<file path="src/rtl/inst_loader_pkg.sv">
// Shared types and constants for the instruction-memory boot loader.
package inst_loader_pkg;

    localparam int DEF_ADDR_W    = 10;
    localparam int DEF_WORD_W    = 32;
    localparam int DEF_MAX_WORDS = 1024;

    // Frame layout: count bytes, then WORD_BYTES per word, then one checksum byte.
    localparam int CNT_BYTES  = 2;
    localparam int WORD_BYTES = 4;
    localparam int CSUM_BYTES = 1;

    typedef enum logic [2:0] {
        CNT_HI = 3'd0,
        CNT_LO = 3'd1,
        WORD   = 3'd2,
        CSUM   = 3'd3,
        DONE   = 3'd4,
        ERROR  = 3'd5
    } ld_state_t;

    function automatic logic [7:0] csum_add(input logic [7:0] sum, input logic [7:0] data);
        return sum + data;
    endfunction

endpackage

</file>
<file path="src/rtl/word_assembler.sv">
// Collects bytes MSB first into an instruction word; strobes word_valid the
// cycle after the last byte of a word is taken.
module word_assembler
    import inst_loader_pkg::*;
#(
    parameter int WORD_W = DEF_WORD_W
) (
    input  logic              clock,
    input  logic              reset_n,
    input  logic              clr,
    input  logic              byte_valid,
    input  logic [7:0]        byte_data,
    output logic              word_last,
    output logic              word_valid,
    output logic [WORD_W-1:0] word_data
);

    localparam logic [1:0] LAST_BYTE = 2'(WORD_BYTES - 1);

    logic [WORD_W-1:0] shift_r;
    logic [1:0]        byte_idx_r;
    logic              word_valid_r;

    assign word_last  = byte_valid && (byte_idx_r == LAST_BYTE);
    assign word_valid = word_valid_r;
    assign word_data  = shift_r;

    // Shift register, byte position within the word, and the one-cycle word strobe.
    always_ff @(posedge clock) begin
        if (!reset_n) begin
            shift_r      <= {WORD_W{1'b0}};
            byte_idx_r   <= 2'd0;
            word_valid_r <= 1'b0;
        end else if (clr) begin
            shift_r      <= {WORD_W{1'b0}};
            byte_idx_r   <= 2'd0;
            word_valid_r <= 1'b0;
        end else begin
            word_valid_r <= word_last;
            if (byte_valid) begin
                shift_r    <= {shift_r[WORD_W-9:0], byte_data};
                byte_idx_r <= byte_idx_r + 2'd1;
            end
        end
    end

endmodule

</file>
<file path="src/rtl/inst_loader.sv">
// Boot loader: parses a length-prefixed, checksummed byte frame and writes the
// words into instruction memory, holding the CPU until a good frame completes.
module inst_loader
    import inst_loader_pkg::*;
#(
    parameter int ADDR_W    = DEF_ADDR_W,
    parameter int WORD_W    = DEF_WORD_W,
    parameter int MAX_WORDS = DEF_MAX_WORDS
) (
    input  logic              clock,
    input  logic              reset_n,
    input  logic [7:0]        rx_data,
    input  logic              rx_valid,
    output logic              rx_ready,
    input  logic              start,
    output logic              imem_we,
    output logic [ADDR_W-1:0] imem_addr,
    output logic [WORD_W-1:0] imem_wdata,
    output logic              cpu_hold,
    output logic              load_done,
    output logic              err
);

    localparam logic [ADDR_W:0] IDX_ONE   = {{ADDR_W{1'b0}}, 1'b1};
    localparam logic [15:0]     MAX_CNT   = 16'(MAX_WORDS);

    ld_state_t         state_r;
    ld_state_t         next_s;
    logic [7:0]        cnt_hi_r;
    logic [15:0]       word_cnt_r;
    logic [ADDR_W:0]   word_idx_r;
    logic [7:0]        sum_r;
    logic [ADDR_W-1:0] imem_addr_r;

    logic              rx_ready_s;
    logic              acc_s;
    logic              restart_s;
    logic [15:0]       count_s;
    logic              count_ok_s;
    logic [16:0]       idx_next_s;
    logic              last_word_s;
    logic              word_last_s;

    assign rx_ready_s  = (state_r == CNT_HI) || (state_r == CNT_LO) ||
                         (state_r == WORD)   || (state_r == CSUM);
    assign acc_s       = rx_valid && rx_ready_s;
    assign restart_s   = start && ((state_r == DONE) || (state_r == ERROR));
    assign count_s     = {cnt_hi_r, rx_data};
    assign count_ok_s  = (count_s != 16'd0) && (count_s <= MAX_CNT);
    // Index is one bit wider than the address so a full 1024-word image ends cleanly.
    assign idx_next_s  = 17'(word_idx_r) + 17'd1;
    assign last_word_s = (idx_next_s == {1'b0, word_cnt_r});

    word_assembler #(
        .WORD_W (WORD_W)
    ) u_asm (
        .clock      (clock),
        .reset_n    (reset_n),
        .clr        (restart_s),
        .byte_valid (acc_s && (state_r == WORD)),
        .byte_data  (rx_data),
        .word_last  (word_last_s),
        .word_valid (imem_we),
        .word_data  (imem_wdata)
    );

    // Frame state register.
    always_ff @(posedge clock) begin
        if (!reset_n) begin
            state_r <= CNT_HI;
        end else begin
            state_r <= next_s;
        end
    end

    // Next-state decode.
    always_comb begin
        next_s = state_r;
        case (state_r)
            CNT_HI: begin
                if (acc_s) next_s = CNT_LO;
                else       next_s = state_r;
            end
            CNT_LO: begin
                if (acc_s) next_s = count_ok_s ? WORD : ERROR;
                else       next_s = state_r;
            end
            WORD: begin
                if (word_last_s && last_word_s) next_s = CSUM;
                else                            next_s = state_r;
            end
            CSUM: begin
                if (acc_s) next_s = (rx_data == sum_r) ? DONE : ERROR;
                else       next_s = state_r;
            end
            DONE, ERROR: begin
                if (start) next_s = CNT_HI;
                else       next_s = state_r;
            end
            default: next_s = CNT_HI;
        endcase
    end

    // Word count, word index, running checksum and write address.
    always_ff @(posedge clock) begin
        if (!reset_n) begin
            cnt_hi_r    <= 8'd0;
            word_cnt_r  <= 16'd0;
            word_idx_r  <= {(ADDR_W+1){1'b0}};
            sum_r       <= 8'd0;
            imem_addr_r <= {ADDR_W{1'b0}};
        end else if (restart_s) begin
            cnt_hi_r    <= 8'd0;
            word_cnt_r  <= 16'd0;
            word_idx_r  <= {(ADDR_W+1){1'b0}};
            sum_r       <= 8'd0;
        end else begin
            if (acc_s && (state_r != CSUM)) begin
                sum_r <= csum_add(sum_r, rx_data);
            end
            if (acc_s && (state_r == CNT_HI)) begin
                cnt_hi_r <= rx_data;
            end
            if (acc_s && (state_r == CNT_LO)) begin
                word_cnt_r <= count_s;
            end
            if (word_last_s) begin
                imem_addr_r <= word_idx_r[ADDR_W-1:0];
                word_idx_r  <= word_idx_r + IDX_ONE;
            end
        end
    end

    assign rx_ready  = rx_ready_s;
    assign imem_addr = imem_addr_r;
    assign cpu_hold  = (state_r != DONE);
    assign load_done = (state_r == DONE);
    assign err       = (state_r == ERROR);

endmodule

</file>
<file path="config.mk">
export PLATFORM = sky130hd
export DESIGN_NAME = inst_loader
export DESIGN_NICKNAME = d
export VERILOG_FILES = /design/src/rtl/inst_loader_pkg.sv /design/src/rtl/word_assembler.sv /design/src/rtl/inst_loader.sv
export SDC_FILE = /design/constraint.sdc
export NUM_CORES = 1
export LEC_CHECK = 0
export CAP_MARGIN = 25
export CORE_UTILIZATION = 47
export CTS_CLUSTER_SIZE = 28
export DETAILED_ROUTE_END_ITERATION = 8
export PLACE_DENSITY = 0.71
export REMOVE_ABC_BUFFERS = 1
export SLEW_MARGIN = 20
export SYNTH_ARGS = -nofsm -noshare
export SYNTH_HDL_FRONTEND = slang
export SYNTH_SLANG_ARGS = --single-unit
</file>
<file path="constraint.sdc">
create_clock -name clock -period 2.1 [get_ports clock]
set_input_delay 0.21 -clock clock [delete_from_list [all_inputs] [get_ports clock]]
set_output_delay 0.21 -clock clock [all_outputs]
set_load 0.05 [all_outputs]
</file>
## Yosys cells after proc, flatten, opt, wreduce, memory -nomap -nowiden

Index checks and enable logic that the tools add are counted.

- Flip-flop bits (word level): 91
- Input bits: 12
- Word-level logic and storage cells: 58
- Output and inout bits: 47

- Add/sub/neg operators: 4
- Muxes and demuxes: 8
- Equality and inequality tests: 15
- Bitwise operators: 2
- Reduce and logical (&&, ||, !) cells: 19
- Order comparisons: 1

Operators by type and width:

| cell | number |
|---|---|
| $mux 3 | 6 |
| $eq 12x16->1 | 1 |
| $le 16x11->1 const B | 1 |
| $reduce_bool 16->1 | 1 |
| $pmux 3 s5 | 1 |
| $add 11x1->12 const B | 1 |
| $add 11x1->11 const B | 1 |
| $logic_and 1x1->1 | 9 |
| $add 8x8->8 | 1 |
| $eq 8x8->1 | 1 |
| $ne 2x2->1 const B | 4 |
| $eq 3x2->1 const B | 2 |
| $eq 3x3->1 const B | 2 |
| $reduce_and 5->1 | 1 |
| $logic_or 1x1->1 | 4 |
| $reduce_or 2->1 | 2 |
| $eq 3x1->1 const B | 1 |
| $logic_not 3->1 | 1 |
| $ne 3x2->1 const B | 1 |
| $ne 3x3->1 const B | 1 |
| $add 2x1->2 const B | 1 |
| $eq 2x2->1 const B | 1 |
| $ne 2x1->1 const B | 1 |
| $not 1->1 | 2 |
| 2 further kinds | 2 |

## Logic depth before layout (Yosys ltp)

- Depth in word-level cells: 10
- Depth in mapped cells: 10
- Depth with buffers taken out: 10

## Cells and area by module

A second synthesis with hierarchy kept.

- Cell total of the unflattened synthesis: 486
- Area total of the unflattened synthesis: 4,166.5 µm²

Modules (own cells, without submodules):

| module | cells each | area an instance (µm²) | seq. area each (µm²) | times used |
|---|---|---|---|---|
| inst_loader | 370 | 2,875.3 | 1,121.1 | 1 |
| word_assembler | 116 | 1,291.2 | 700.7 | 1 |

## Worst setup path after synthesis

OpenSTA, ideal clock, no wires.

- Kind: register -> output
- From: register state_r[2]
- To: output load_done
- Data arrival time: 1.991 ns
- Stages on the path, launching flop included: 4
- Path slack: -0.101 ns
- Required time: 1.890 ns
- Buffers on the path: 0
- Path through: dfxtp_1 -> clkinv_1 -> or3_1 -> inv_1

- Word-level cells in the longest chain between the ends: 1

RTL lines:

| what | RTL line | text |
|---|---|---|
| start: declaration | inst_loader.sv:27 | `ld_state_t state_r;` |
| start signal: assignment | inst_loader.sv:72 | `state_r <= next_s;` |
| $eq 3x3->1 | inst_loader.sv:137 | `assign load_done = (state_r == DONE);` |
| end: declaration | inst_loader.sv:20 | `output logic load_done,` |

No other way between the ends.

## Worst setup path after layout

- From: register word_idx_r[0]
- To: register state_r[2]

- Word-level cells in the longest chain between the ends: 5

RTL lines:

| what | RTL line | text |
|---|---|---|
| start: declaration | inst_loader.sv:31 | `logic [ADDR_W:0] word_idx_r;` |
| start signal: assignment | inst_loader.sv:109 | `word_idx_r <= {(ADDR_W+1){1'b0}};` |
| start signal: assignment | inst_loader.sv:115 | `word_idx_r <= {(ADDR_W+1){1'b0}};` |
| start signal: assignment | inst_loader.sv:129 | `word_idx_r <= word_idx_r + IDX_ONE;` |
| $add 11x1->12 | inst_loader.sv:51 | `assign idx_next_s = 17'(word_idx_r) + 17'd1;` |
| $eq 12x16->1 | inst_loader.sv:52 | `assign last_word_s = (idx_next_s == {1'b0, word_cnt_r});` |
| $logic_and 1x1->1 | inst_loader.sv:89 | `if (word_last_s && last_word_s) next_s = CSUM;` |
| $ne 2x1->1 (no line) | n/a |  |
| $reduce_and 5->1 (no line) | n/a |  |

No other way between the ends.
A chain may end at the register's enable or synchronous reset.

==> results.md <==
* Fin nets at 605
* Adder-cell area share of the yosys netlist at 0.0326
* Pin count of the biggest net entering global routing at 78
* Detail Route Antenna Nets at 0
* Period minus WS final at 2020 ps
* Simple-gate share of the synthesized area at 0.261
* Share of cells above drive strength 1 at 0.114
* Die area at 9040 sq um
* Tcrit/Tclk final at 0.962
* Largest family of logic cells by synthesized area: simple AND/OR/NAND/NOR gates
* Max incr delay on CP at 560 ps
* Final WS setup at 79.9 ps
* CP max stage cell: or4_4
* Setup violations, final at 0
* Most used DFF post-synth: dfxtp_1
* DRC errors left at 0
* Critical path's top delay family: compound AO/OA/AOI/OAI gates
* Mapped Area at 4070 sq um
* CTS tree: done
* Via/cell ratio at 5.20
* Yosys cell types at 47
* Initial antenna violation count at 0
* Hold Path Class: reg2reg
* Syn-to-layout area delta at 26.7%
* Yosys reg bits at 91
* Post-Route WL at 8840 um
* Worst slew pin tran at 514 ps
* WP buf/inv at 0
* Fraction of synthesized area in multiplexers at 0.00492
* Post-synth EDFFs at 0
* CP endpoint kind: register
* Critical Path Start Type: register
* GRT overflow at 0
* Drt wl/cell at 12.8 um
* Clk slew on worst S/H paths at 80 ps
* P_leak at 1.87 nW
* Final Hold Vio Count at 0
* Fin util at 0.621
* DR WL met3 at 398 um
* Synth Warn # at 0
* Setup WS pre-CTS at -184 ps
* Max VDD drop at 0.488 mV
* Num CTS Buffers at 9
* Die W at 95.1 um
* Critical Path RT at 2390 ps
* Asr flop ratio synth at 0
* Syn Inst Count at 514
* Syn avg cell area at 7.92 sq um
* Drt pass-1 iters at 4
* Number of buffers added on ports at 58
* Synthesized-area fraction occupied by ao, oa, aoi and oai cells at 0.142
* Worst Path Max Fanout at 6
* Max_cap viols at 0
* IO Pins at 59
* Status: complete, no violations
* Clock tree buffer depth at 2
* Setup Skew at 12.3 ps
* Htree depth at 3
* WL met2 at 4270 um
* Sequential share of the synthesized area at 0.448
* Critical Path AT at 2310 ps
* Core area at 8300 sq um
* Clock Latency Late Sink at 360 ps
* HPWL Detailed at 6160 um
* GP Congestion at 0.801
* Met1 Wirelength at 4060 um
* Root Buffer: clkbuf_8
* Uppermost layer routed: met4
* Std-Cell Rows at 33
* Fmax at 495 MHz
* Ant. Diodes at 0
* First-pass GRT wire length at 14,800 um
* CP cell instances: ha_2 > nand4_2 > o21ai_1 > a221oi_2 > a31o_1 > a21oi_1 > or4_4 > a21oi_2
* Iteration-0 DRC Markers at 240
* Pwr dens at 728 nW/um^2
* Vias at 3,595
* CTS sink cnt at 91
* Die height at 95.1 um
* Starting Density at 0.490
* RSZ-0062 raised after global routing: yes
* Vias in the first global route at 3,268
* Slew HR at 0.656
* GRT Util Overall at 0.204
* Post-Synth XOR/XNOR Area at 0.0667
* Crit Path Class: reg2reg
* Final-report max-slew violation count at 0
[repair_timing]
action,CTS,global route
gates resized for setup,1,8
pin swaps,0,1
endpoints found under the setup margin,1,2
buffers inserted,0,0
hold buffers,0,0
[registers in the layout, summed over array words and instances (netlist names)]
register / flops
u_asm.byte_idx_r: 2
sum_r: 8
state_r: 3
u_asm.word_data: 32
imem_addr: 10
cnt_hi_r: 8
word_cnt_r: 16
u_asm.word_valid: 1
word_idx_r: 11
[where the power goes]
part	internal [W]	switching [W]
combinational	0.000236	0.000297
clock	0.000788	0.000606
sequential	0.00178	0.0000426
[cell families after synthesis]
logic type               Yosys count
buffers and inverters             41
multiplexers                       2
flip-flops                        91
XOR/XNOR                          31
AND/OR/NAND/NOR                  237
adder cells (fa/ha/maj)           10
AO/OA/AOI/OAI                    102
[final timing paths]
check	from	endpoint	slack [ps]	cells after the start
worst min register to register	u_asm.word_data[30]$_SDFFE_PP0P_	u_asm.word_data[30]$_SDFFE_PP0P_	450	2
worst max register to register	word_idx_r[0]$_SDFFE_PP0P_	state_r[2]$_SDFFE_PN0P_	80	8
worst min-delay path	u_asm.word_data[30]$_SDFFE_PP0P_	u_asm.word_data[30]$_SDFFE_PP0P_	450	2
worst max-delay path	word_idx_r[0]$_SDFFE_PP0P_	state_r[2]$_SDFFE_PN0P_	80	8
[per-layer routing]
metal	global-route usage	vias up
li1	-	1845
met1	0.260	1662
met2	0.341	75
met3	0.0574	13
met4	0.0480	0
met5	0	-
[per-stage QoR]
step / instance area [sq um] / total power (W) / TNS (ps) / std cells / hold WS, ps
2_1_floorplan: 3920 / 0.00219 / -37490 / 482 / 346
3_3_place_gp: 4900 / 0.00238 / -271 / 677 / 442
3_5_place_dp: 4900 / 0.00239 / -461 / 677 / 449
4_1_cts: 5130 / 0.00379 / 0 / 692 / 460
5_1_grt: 5150 / 0.00392 / -9.11 / 692 / 475
6_report: 5150 / 0.00375 / 0 / 692 / 454
[area by class of cell]
| type | instances | area, sq um |
|---|---|---|
| inverter | 9 | 33.8 |
| fill | 759 | 3140 |
| clock buffer | 9 | 124 |
| sequential | 91 | 1820 |
| tap | 105 | 131 |
| multi-input combinational | 382 | 2090 |
| clock inverter | 6 | 114 |
| timing repair buffer | 90 | 840 |
[placed cells by master (no fill, tap or decap), types with 2 or more instances in the layout]
cell | Yosys | final
dfxtp_1 | 91 | 89
ha_1 | 9 | 8
buf_12 | 0 | 2
nand3_1 | 11 | 11
mux2i_1 | 2 | 2
bufinv_16 | 0 | 3
dfxtp_2 | 0 | 2
and3_1 | 5 | 4
nand2b_1 | 2 | 2
o21ai_0 | 8 | 8
a21o_1 | 3 | 3
a31oi_1 | 2 | 2
o31ai_1 | 2 | 2
nor2_1 | 27 | 27
clkdlybuf4s50_1 | 0 | 55
nor2b_1 | 5 | 4
xor2_1 | 13 | 13
o21ai_1 | 2 | 2
nor4_1 | 6 | 6
xnor2_1 | 18 | 18
nand3_2 | 2 | 2
clkbuf_8 | 0 | 9
or3_1 | 3 | 3
nand4_1 | 7 | 7
nor3_1 | 5 | 5
clkinvlp_4 | 0 | 2
inv_1 | 8 | 8
a21boi_0 | 11 | 11
a21oi_1 | 69 | 68
buf_4 | 2 | 32
nand2_1 | 149 | 148
nor3b_1 | 4 | 4
[cells in the mapped netlist, drive strengths merged (2+ instances only)]
cell      n  area [sq um]
nor4      6          37.5
nand3    13          75.1
nor3b     4          30.0
nor2b     5          31.3
inv       8          30.0
a21o      3          22.5
a21oi    69           345
nor3      6          35.0
o31ai     2          15.0
a31oi     2          12.5
nand4     8          56.3
buf      14          81.3
nand2b    2          12.5
mux2i     2          20.0
o21ai    10          50.1
nor2     29           119
a21boi   11          82.6
ha        9           113
xnor2    18           158
xor2     13           114
nand2   150           571
and3      5          31.3
dfxtp    91          1820
or4       2          15.0
clkbuf   18          67.6
or3       3          18.8
[tightest hold or removal path: stages, from the launching register on]
cell and delay [ps]:
dfxtp_1 310, nand2_1 50, a21oi_1 50
Power figures use the tool's default switching activity.
